===== src/rtl/m_serial_sub.sv =====
`default_nettype none
// ============================================================================
//  Module      : m_serial_sub
//  Description : Bit-serial unsigned subtractor D = A - B, LSB first, one
//                full-subtractor step per clock, valid/ready on both sides.
//  Revision    : 1.0 - initial release
// ============================================================================
module m_serial_sub #(
    parameter int WIDTH = 8
) (
    input  logic             w_clk,
    input  logic             w_rst,
    input  logic             w_in_valid,
    output logic             w_in_ready,
    input  logic [WIDTH-1:0] w_a,
    input  logic [WIDTH-1:0] w_b,
    output logic             w_out_valid,
    input  logic             w_out_ready,
    output logic [WIDTH-1:0] w_d,
    output logic             w_bout,
    output logic             w_zero
);

    localparam int CW = (WIDTH > 1) ? $clog2(WIDTH) : 1;

    localparam logic [1:0] S_IDLE = 2'd0;
    localparam logic [1:0] S_BUSY = 2'd1;
    localparam logic [1:0] S_DONE = 2'd2;

    localparam logic [CW-1:0] C_LAST = CW'(WIDTH - 1);
    localparam logic [CW-1:0] C_ONE  = CW'(1);

    logic [1:0]       r_state;
    logic [1:0]       w_state_nxt;
    logic [WIDTH-1:0] r_a;
    logic [WIDTH-1:0] r_b;
    logic [WIDTH-1:0] r_res;
    logic             r_borrow;
    logic [CW-1:0]    r_cnt;

    logic             w_a0;
    logic             w_b0;
    logic             w_dbit;
    logic             w_borrow_nxt;
    logic [WIDTH-1:0] w_res_shift;

    // Full-subtractor step on the current LSBs and the running borrow
    assign w_a0         = r_a[0];
    assign w_b0         = r_b[0];
    assign w_dbit       = w_a0 ^ w_b0 ^ r_borrow;
    assign w_borrow_nxt = (~w_a0 & w_b0) | (~(w_a0 ^ w_b0) & r_borrow);

    generate
        if (WIDTH == 1) begin : g_res_w1
            assign w_res_shift = w_dbit;
        end else begin : g_res_wn
            assign w_res_shift = {w_dbit, r_res[WIDTH-1:1]};
        end
    endgenerate

    always_ff @(posedge w_clk or posedge w_rst) begin
        if (w_rst) begin
            r_state <= S_IDLE;
        end else begin
            r_state <= w_state_nxt;
        end
    end

    always_comb begin
        w_state_nxt = r_state;
        case (r_state)
            S_IDLE: if (w_in_valid)      w_state_nxt = S_BUSY;
            S_BUSY: if (r_cnt == C_LAST) w_state_nxt = S_DONE;
            S_DONE: if (w_out_ready)     w_state_nxt = S_IDLE;
            default:                     w_state_nxt = S_IDLE;
        endcase
    end

    always_comb begin
        w_in_ready  = 1'b0;
        w_out_valid = 1'b0;
        case (r_state)
            S_IDLE:  w_in_ready  = 1'b1;
            S_DONE:  w_out_valid = 1'b1;
            default: ;
        endcase
    end

    // Operands are captured at accept so later input changes cannot leak in
    always_ff @(posedge w_clk or posedge w_rst) begin
        if (w_rst) begin
            r_a      <= '0;
            r_b      <= '0;
            r_res    <= '0;
            r_borrow <= 1'b0;
            r_cnt    <= '0;
        end else begin
            case (r_state)
                S_IDLE: begin
                    if (w_in_valid) begin
                        r_a      <= w_a;
                        r_b      <= w_b;
                        r_res    <= '0;
                        r_borrow <= 1'b0;
                        r_cnt    <= '0;
                    end
                end
                S_BUSY: begin
                    r_a      <= r_a >> 1;
                    r_b      <= r_b >> 1;
                    r_res    <= w_res_shift;
                    r_borrow <= w_borrow_nxt;
                    r_cnt    <= r_cnt + C_ONE;
                end
                default: ;
            endcase
        end
    end

    assign w_d    = r_res;
    assign w_bout = r_borrow;
    assign w_zero = (r_res == '0);

endmodule
`default_nettype wire

===== config.mk =====
export PLATFORM = sky130hd
export DESIGN_NAME = m_serial_sub
export DESIGN_NICKNAME = d
export VERILOG_FILES = /design/src/rtl/m_serial_sub.sv
export SDC_FILE = /design/constraint.sdc
export NUM_CORES = 1
export LEC_CHECK = 0
export ABC_AREA = 1
export BUFFER_PORTS_ARGS = -buffer_cell sky130_fd_sc_hd__buf_2
export CORE_MARGIN = 5
export CORE_UTILIZATION = 53
export DETAILED_ROUTE_END_ITERATION = 7
export GPL_TIMING_DRIVEN = 0
export PLACE_DENSITY = 0.8
export SYNTH_ARGS = -nofsm -noshare
export SYNTH_HDL_FRONTEND = slang
export SYNTH_SLANG_ARGS = --single-unit
export TNS_END_PERCENT = 20

===== constraint.sdc =====
create_clock -name w_clk -period 1.4 [get_ports w_clk]
set_input_delay 0.14 -clock w_clk [delete_from_list [all_inputs] [get_ports w_clk]]
set_output_delay 0.14 -clock w_clk [all_outputs]
set_load 0.02 [all_outputs]

==> out/metrics.cfg, run 1 <==
[status]
status=completed

[detailed_routing]
met3_length_um=260
wirelength_um=3250
drc_errors=0
top_layer=met4
drt_iter0_markers=76
met2WireLength_um=1570
ant_nets=0
m1WireLength_um=1360
detail_route.wl_per_cell_um=11.8
dr.pass1.iters=4
avgViaCountPerCell=4.92
vias=1354

[pwr]
vdd_drop_max_uv=1520
combPwrFrac_pct=50.1
leakagePower_nw=1.13
cellPowerDensity_nw_per_um2=2250
p_int_mw=2.50
pwr-share-clk_pct=14.8
total_power_mw=4.31
seq_power_share_pct=35.1
switching_power_mw=1.81
swShare_pct=41.9

[layout]
fillCellCount=229
area_growth_pct=25.3
drive_gt1_share_pct=31.1
diodes=0
layout.nets=266

[setup_path]
critPathKind=reg2out
crit_end=w_out_valid
r2r_slack_ns=0.10
cp.required_ns=1.26
start_kind=flip-flop
rr_endpoint=w_d[0]
r2r-start=r_state[0]
worstPathArrival_ns=1.21
critPathMaxFanout=10
rr_worst_depth=6
cp-end-kind=output pin
startpoint=r_state[0]

[timing]
setup_tns_ns=0
maxSlewViolCount=0
skew_ns=0.00892
worst_slack_ns=0.0530
hold_viol=0
setup_violations=0
hold_ws_ns=0.0656
rsz0062_at_grt=true
max_freq_mhz=742
period_needed_ns=1.35
tightest_slew_ns=1.09
slew_headroom_pct=27.2
layout_worst_path_cycle_share_pct=96.2

[global_route]
grt_pass1_vias=1297
grt_pass1_wl_um=5530
overflow=0
antenna_found_initial=0
grt_usage_pct=17.5
grt_max_degree=31

[synth]
synthXorXnorAreaFrac_pct=0
synth.ff_latch_count=30
synth_compound_area_share_pct=6.23
synthesis.nets=217
synth-edff-count=0
synthSimpleGateAreaFrac_pct=27.9
synth_fa_ha_area_share_pct=2.95
ys_seq_area_share_pct=49.2
syn_inst=194
async_flop_share_pct=100
syn_area_sq_um=1530
synthFlopType=dfrtp_1
syn_area_per_cell_sq_um=7.87
yosys_warnings=0
ys_types=20
synth_top_family_by_area=simple AND/OR/NAND/NOR gates
muxShareOfSynthArea_pct=0

[floorplanning]
pin_count=32
die_w_um=63.7
num_rows=19
initial_utilization_pct=55.4
fp.dieArea_sq_um=4050
fp.dieH_um=63.7
core_sq_um=2760

[placed_design]
routabilityCongestion=0.816
io_buffers=31
place_hpwl_um=2120
dp_slack_ns=0.208

[clock_network]
htreeDepth=2
worstSkewPairLatency_ns=0.33
cts_buffers=5
cts_buffer_depth=2
cts_sinks=30
cts_tree=done
cts.clk_slew.worst_paths_ns=0.10
root_buffer=clkbuf_4

[hold_path]
hold_class=in2async

[run]
maxCapViolations=0

[logic make-up (layout without fill, tap and decap cells)]
family                   count (synthesis)  count (layout)
adder cells (fa/ha/maj)                  3               3
flip-flops                              30              30
buffers and inverters                   46              96
AO/OA/AOI/OAI                           14              14
AND/OR/NAND/NOR                        101             101
[stage by stage]
stage | area [sq um] | instances | utilization (%)
floorplan | 1530 | 194 | -
global placement | 1720 | 256 | 62.4
detailed placement | 1720 | 256 | 62.4
CTS | 1840 | 266 | 66.6
global route | 1910 | 275 | 69.4
finish | 1910 | 275 | 69.4
[placed cells by master, fill, tap and decap left out, drive strengths merged, types with 2 or more instances in the layout]
master   n
a21oi    2
buf     49
clkbuf   8
dfrtp   30
ha       2
inv     38
nand2   77
nand3   17
nor2     6
o21ai   11
[power groups by stage]
stage | registers [mW] | clock network, mW | logic, mW
5_1_grt | 1.57 | 0.698 | 2.48
3_3_place_gp | 1.51 | 0 | 1.87
3_5_place_dp | 1.52 | 0 | 1.92
4_1_cts | 1.50 | 0.652 | 2.00
6_report | 1.51 | 0.639 | 2.16
2_1_floorplan | 1.62 | 0 | 1.33
[synth_stat cells (2+ instances only)]
| cell type | number | area share [%] |
|---|---|---|
| o21ai_1 | 3 | 0.98 |
| nand2_4 | 2 | 1.5 |
| dfrtp_1 | 30 | 49 |
| o21ai_2 | 5 | 2.9 |
| ha_1 | 2 | 1.6 |
| nand3_1 | 17 | 5.6 |
| buf_6 | 4 | 3.0 |
| o21ai_0 | 3 | 0.98 |
| inv_1 | 36 | 8.9 |
| nor2_1 | 5 | 1.2 |
| inv_2 | 2 | 0.49 |
| buf_2 | 3 | 0.98 |
| nand2_1 | 75 | 18 |
[registers in the layout, summed over array words and instances, names as in the netlist]
register  cells
r_b           8
r_cnt         3
w_bout        1
r_a           8
r_state       2
w_d           8
[final cells by class]
cell class / instances / area (sq um) / share of cell area, %
Timing Repair Buffer: 42 / 249 / 13.0
Buffer: 8 / 77.6 / 4.05
Inverter: 38 / 143 / 7.46
Multi-Input combinational cell: 118 / 576 / 30.1
Sequential cell: 30 / 751 / 39.2
Clock buffer: 8 / 78.8 / 4.12
Tap cell: 31 / 38.8 / 2.03
[per-layer routing]
layer	vias to the layer above	GRT usage, %
met5	-	0
met4	0	7.79
met3	9	7.46
met2	51	26.3
met1	621	21.6
li1	673	-
[critical path: stages, from the launching register on]
cell     delay, ns
dfrtp_1       0.40
buf_6         0.14
buf_8         0.13
nor2_4        0.09
buf_6         0.12
[how the worst min path moves through the flow]
stage                           start          to  slack, ns
after floorplan                 w_rst      r_a[0]       0.23
after global placement    w_out_ready  r_state[1]       0.33
after detailed placement  w_out_ready  r_state[1]       0.34
after CTS                      w_a[7]      r_a[7]       0.04
after global routing           w_a[7]      r_a[7]       0.05
final                           w_rst      w_d[5]       0.07
[what timing repair did]
action | in CTS | in global routing
hold endpoints to repair | 1 | 0
buffers inserted | 1 | 9
pin swaps | 0 | 3
hold buffers | 1 | 0
setup endpoints to repair | 2 | 3
gates resized for setup | 6 | 9
gates cloned | 0 | 0
Note: power is estimated with default switching activity, not from simulation.
==> run 2, diff against run 1 <==
--- a/config.mk
+++ b/config.mk
@@ -7,7 +7,7 @@
 export LEC_CHECK = 0
 export ABC_AREA = 1
 export BUFFER_PORTS_ARGS = -buffer_cell sky130_fd_sc_hd__buf_2
-export CORE_MARGIN = 5
+export CORE_MARGIN = 8
 export CORE_UTILIZATION = 53
 export DETAILED_ROUTE_END_ITERATION = 7
 export GPL_TIMING_DRIVEN = 0
==> constraint.sdc (replaced) <==
create_clock -name w_clk -period 1.3 [get_ports w_clk]
set_input_delay 0.13 -clock w_clk [delete_from_list [all_inputs] [get_ports w_clk]]
set_output_delay 0.13 -clock w_clk [all_outputs]
set_load 0.02 [all_outputs]
==> run 2 against run 1 <==
Effect of this change: the flow now finishes with violations (setup timing); clock power is 15% lower; critical path type unchanged; via count down 5.8%; clock skew down 0.0039 ns; critical path depth unchanged; setup slack got worse by 0.075 ns; hold slack lost 0.019 ns; sequential power grew 9%; utilization is 2.0 points lower; cell area shrank 2.8%; power rose by 2.1%.
==> out/metrics.cfg, run 2 (same netlist as run 1, synthesis figures left out) <==
[setup_path]
crit_family=flip-flops
r2r-start=r_state[1]
critPathKind=reg2out
cp_num_cells=4
worstPathArrival_ns=1.19
cp_cell_sequence=buf_6 -> buf_8 -> nor2_4 -> buf_6
slowest_stage=dfrtp_1
cp-end-kind=output pin
rr_endpoint=r_a[5]
worst-path-buf-inv=3
critical_path.most_common_cell=buf_6
slowest_delay_ns=0.41
cp.required_ns=1.17
start_kind=flip-flop
r2r_slack_ns=0.08
rr_worst_depth=6
critPathMaxFanout=4

[floorplanning]
initial_utilization_pct=55.4
die_w_um=69.7
fp.dieArea_sq_um=4850
pin_count=32
num_rows=19
core_sq_um=2760
fp.dieH_um=69.7

[layout]
layout_common_cells=nand2_1 (75), inv_1 (31), buf_2 (30), dfrtp_1 (30), nand3_1 (17)
drive_gt1_share_pct=28.7
layout_commonest_cell=nand2_1
diodes=0
layout.nets=261
fin_cells=268
finalInstanceArea_sq_um=1860
fin_util_pct=67.4
area_growth_pct=21.8

[clock_network]
root_buffer=clkbuf_4
cts_buffers=5
cts.clk_slew.worst_paths_ns=0.09
htreeDepth=2
worstSkewPairLatency_ns=0.33
cts_tree=done
cts_buffer_depth=2
cts_sinks=30

[global_route]
grt_max_degree=31
grt_pass1_vias=1238
grtUsageMet2_pct=21.5
grt_usage_pct=13.5
grt_util_met3_pct=5.01
grtUsageMet1_pct=15.2
grt_pass1_wl_um=5410
overflow=0
grt.busiest_layer=met2
antenna_found_initial=0

[placed_design]
dp_slack_ns=0.109
io_buffers=31
routabilityCongestion=0.752
detailed_place.area_sq_um=1720
placed_cells=256
place_hpwl_um=2230

[timing]
hold_viol=0
worst_slack_ns=-0.0224
hold_ws_ns=0.0462
slew_headroom_pct=26.8
tightest_slew_ns=1.10
setup_violations=1
layout_worst_path_cycle_share_pct=102
setup_tns_ns=-0.0224
period_needed_ns=1.32
skew_ns=0.00499
maxSlewViolCount=0
max_freq_mhz=756
rsz0062_at_grt=true

[pwr]
leakagePower_nw=1.09
vdd_drop_max_uv=1540
total_power_mw=4.40
cellPowerDensity_nw_per_um2=2370

[detailed_routing]
vias=1276
drt_iter0_markers=63
dr.pass1.iters=4
avgViaCountPerCell=4.76
drc_errors=0
wirelength_um=3150
detail_route.wl_per_cell_um=11.8
ant_nets=0

[hold_path]
min_from=w_a[7]
hold_path_depth=3
hold_class=in2reg
hold-path-endpoint=r_a[7]

[status]
status=complete, but fails checks
violations=setup timing

[run]
maxCapViolations=0

-- run 2: changes by cell type in the layout (fill, tap and decap cells not counted), sizes merged --
| cell | before | now |
|---|---|---|
| buf | 49 | 44 |
| clkbuf | 8 | 6 |
-- run 2: area by class of cell --
| class | count | area (sq um) |
|---|---|---|
| Fill cell | 243 | 898 |
| Clock buffer | 6 | 51.3 |
| Timing Repair Buffer | 37 | 218 |
| Multi-Input combinational cell | 118 | 581 |
| Tap cell | 31 | 38.8 |
| Inverter | 38 | 143 |
| Sequential cell | 30 | 751 |
| Buffer | 8 | 77.6 |
-- run 2: tightest hold or removal path, stage by stage --
cell and delay [ns]:
buf_2 0.08, nand3_1 0.06, o21ai_0 0.07
-- run 2: worst max path at each step --
stage	slack [ns]	start	endpoint
after floorplan	0.1	r_state[0]	r_b[7]
after global placement	0.13	r_state[0]	w_out_valid
after detailed placement	0.11	w_rst	r_a[3]
after CTS	-0.02	r_state[0]	w_out_valid
after global routing	-0.06	r_state[0]	w_out_valid
final	-0.02	r_state[0]	w_out_valid
-- run 2: power breakdown --
group | switching (mW) | internal (mW) | leakage (nW) | total (mW)
registers | 0.276 | 1.36 | 0.374 | 1.64
logic | 1.32 | 0.906 | 0.688 | 2.22
clock network | 0.297 | 0.243 | 0.0302 | 0.541
-- run 2: per-layer routing --
layer	vias to the layer above	share of wire (%)
li1	667	-
met1	569	45
met2	31	46
met3	9	6.4
met4	0	2.5
met5	-	0
-- run 2: timing repair --
action,4_1_cts,5_1_grt
setup buffers,5,0
endpoints found under the hold margin,1,0
pin swaps,1,1
gates resized for setup,13,4
setup endpoints to repair,3,3
hold buffers,1,0
==> run 3, diff against run 2 <==
--- a/config.mk
+++ b/config.mk
@@ -8,10 +8,10 @@
 export ABC_AREA = 1
 export BUFFER_PORTS_ARGS = -buffer_cell sky130_fd_sc_hd__buf_2
 export CORE_MARGIN = 8
-export CORE_UTILIZATION = 53
+export CORE_UTILIZATION = 40
 export DETAILED_ROUTE_END_ITERATION = 7
 export GPL_TIMING_DRIVEN = 0
-export PLACE_DENSITY = 0.8
+export PLACE_DENSITY_LB_ADDON = 0.2
 export SYNTH_ARGS = -nofsm -noshare
 export SYNTH_HDL_FRONTEND = slang
 export SYNTH_SLANG_ARGS = --single-unit
==> run 3 against run 2 <==
Effect of this change: via count down 3.8%; critical path depth unchanged; the flow now finishes without violations; clock skew is essentially flat; clock-buffer cell count unchanged; wire length grew 2.0%; largest cell class unchanged; register-to-register slack gained 0.05 ns; non-clock buffer count down 3; power rose by 2.8%; combinational power shrank 2%; highest routed layer unchanged; cell area rose by 1.3%.
==> out/metrics.cfg, run 3 (same netlist as run 1, synthesis figures left out) <==
[detailed_routing]
dr.pass1.iters=4
wirelength_um=3220
drt_iter0_markers=53
vias=1228
ant_nets=0
drc_errors=0
avgViaCountPerCell=4.35
detail_route.wl_per_cell_um=11.4

[clock_network]
cts_buffers=5
root_buffer=clkbuf_8
cts_buffer_depth=2
htreeDepth=2
worstSkewPairLatency_ns=0.27
cts_sinks=30
hold_buffers=0
cts_tree=done
cts.clk_slew.worst_paths_ns=0.06

[global_route]
grt_usage_pct=12.2
grt_max_degree=31
overflow=0
antenna_found_initial=0
grt_pass1_vias=1316
grt_pass1_wl_um=5950

[timing]
hold_viol=0
slew_headroom_pct=22.3
period_needed_ns=1.27
max_freq_mhz=789
setup_violations=0
skew_ns=0.00479
tightest_slew_ns=1.16
rsz0062_at_grt=true
maxSlewViolCount=0
layout_worst_path_cycle_share_pct=97.5

[floorplanning]
fp.dieArea_sq_um=6050
pin_count=32
num_rows=22
core_sq_um=3660
fp.dieH_um=77.8
die_w_um=77.8
initial_utilization_pct=41.7

[placed_design]
place_hpwl_um=2230
routabilityCongestion=0.694
placed_cells=273
io_buffers=31

[setup_path]
rr_worst_depth=6
cp.required_ns=1.17
worstPathArrival_ns=1.14
crit_end=w_out_valid
cp-end-kind=output pin
start_kind=flip-flop
critPathMaxFanout=10
startpoint=r_state[0]
rr_endpoint=r_a[0]
critPathKind=reg2out
r2r_slack_ns=0.13
r2r-start=r_state[1]

[layout]
diodes=0
layout_common_cells=nand2_1 (75), inv_1 (36), dfrtp_1 (29)
area_growth_pct=23.4
fin_cells=282
layout.nets=258
layout_commonest_cell=nand2_1
drive_gt1_share_pct=26.5

[pwr]
cellPowerDensity_nw_per_um2=2400
vdd_drop_max_uv=896
total_power_mw=4.52
leakagePower_nw=1.09

[run]
maxCapViolations=0

[hold_path]
hold_class=in2reg

[status]
status=completed

==> run 3: changes by cell type in the layout (fill, tap and decap cells not counted), moves of 2 or more <==
| cell | delta |
|---|---|
| inv_2 | -5 |
| clkbuf_8 | +5 |
| clkbuf_4 | -3 |
| buf_2 | -2 |
| inv_1 | +5 |
==> run 3: repair_timing <==
action,in CTS,in global routing
setup buffers,3,0
setup endpoints to repair,2,9
resized for setup,8,5
pin swaps,1,0
==> run 3: critical path, cell delays in order, from the launching register on <==
cell and delay (ns):
dfrtp_1 0.39, buf_6 0.13, buf_8 0.13, nor2_4 0.09, buf_6 0.12
==> run 3: cell type report <==
class | instances | area [sq um]
clock buffers | 6 | 82.6
multi-input cells | 118 | 576
inverters | 38 | 143
flip-flops and latches | 30 | 752
repair buffers | 34 | 189
well taps | 48 | 60.1
plain buffers | 8 | 82.6
fillers | 373 | 1780
==> run 3: report_power, final <==
| group | internal, mW | switching [mW] |
|---|---|---|
| clock network | 0.407 | 0.315 |
| registers | 1.36 | 0.253 |
| logic | 0.875 | 1.31 |
| total | 2.65 | 1.88 |
==> run 3: worst min-delay path by stage <==
stage	endpoint	start	cells past startpoint	slack (ns)
after global placement	r_state[1]	w_out_ready	2	0.33
after floorplan	r_a[0]	w_rst	1	0.22
after CTS	r_state[1]	w_out_ready	2	0.03
final	r_state[1]	w_out_ready	2	0.04
after global routing	r_state[1]	w_out_ready	2	0.04
after detailed placement	r_state[1]	w_out_ready	2	0.32
==> run 3: through the flow <==
step	instance area, sq um	util (%)	hold WS [ns]	TNS, ns	worst slack [ns]
floorplan	1530	-	0.221	0	0.0985
global placement	1740	47.6	0.331	0	0.0481
detailed placement	1740	47.6	0.323	0	0.0345
CTS	1870	51.2	0.0332	0	0.0158
global route	1880	51.5	0.0406	-0.0131	-0.0110
finish	1880	51.5	0.0377	0	0.0326
==> run 3: routing by layer <==
metal  track usage (%)  wire (um)  up-vias
li1                  -          -      659
met1              13.7       1580      538
met2              20.1       1370       24
met3              4.95        217        7
met4              4.91         44        0
met5                 0          0        -
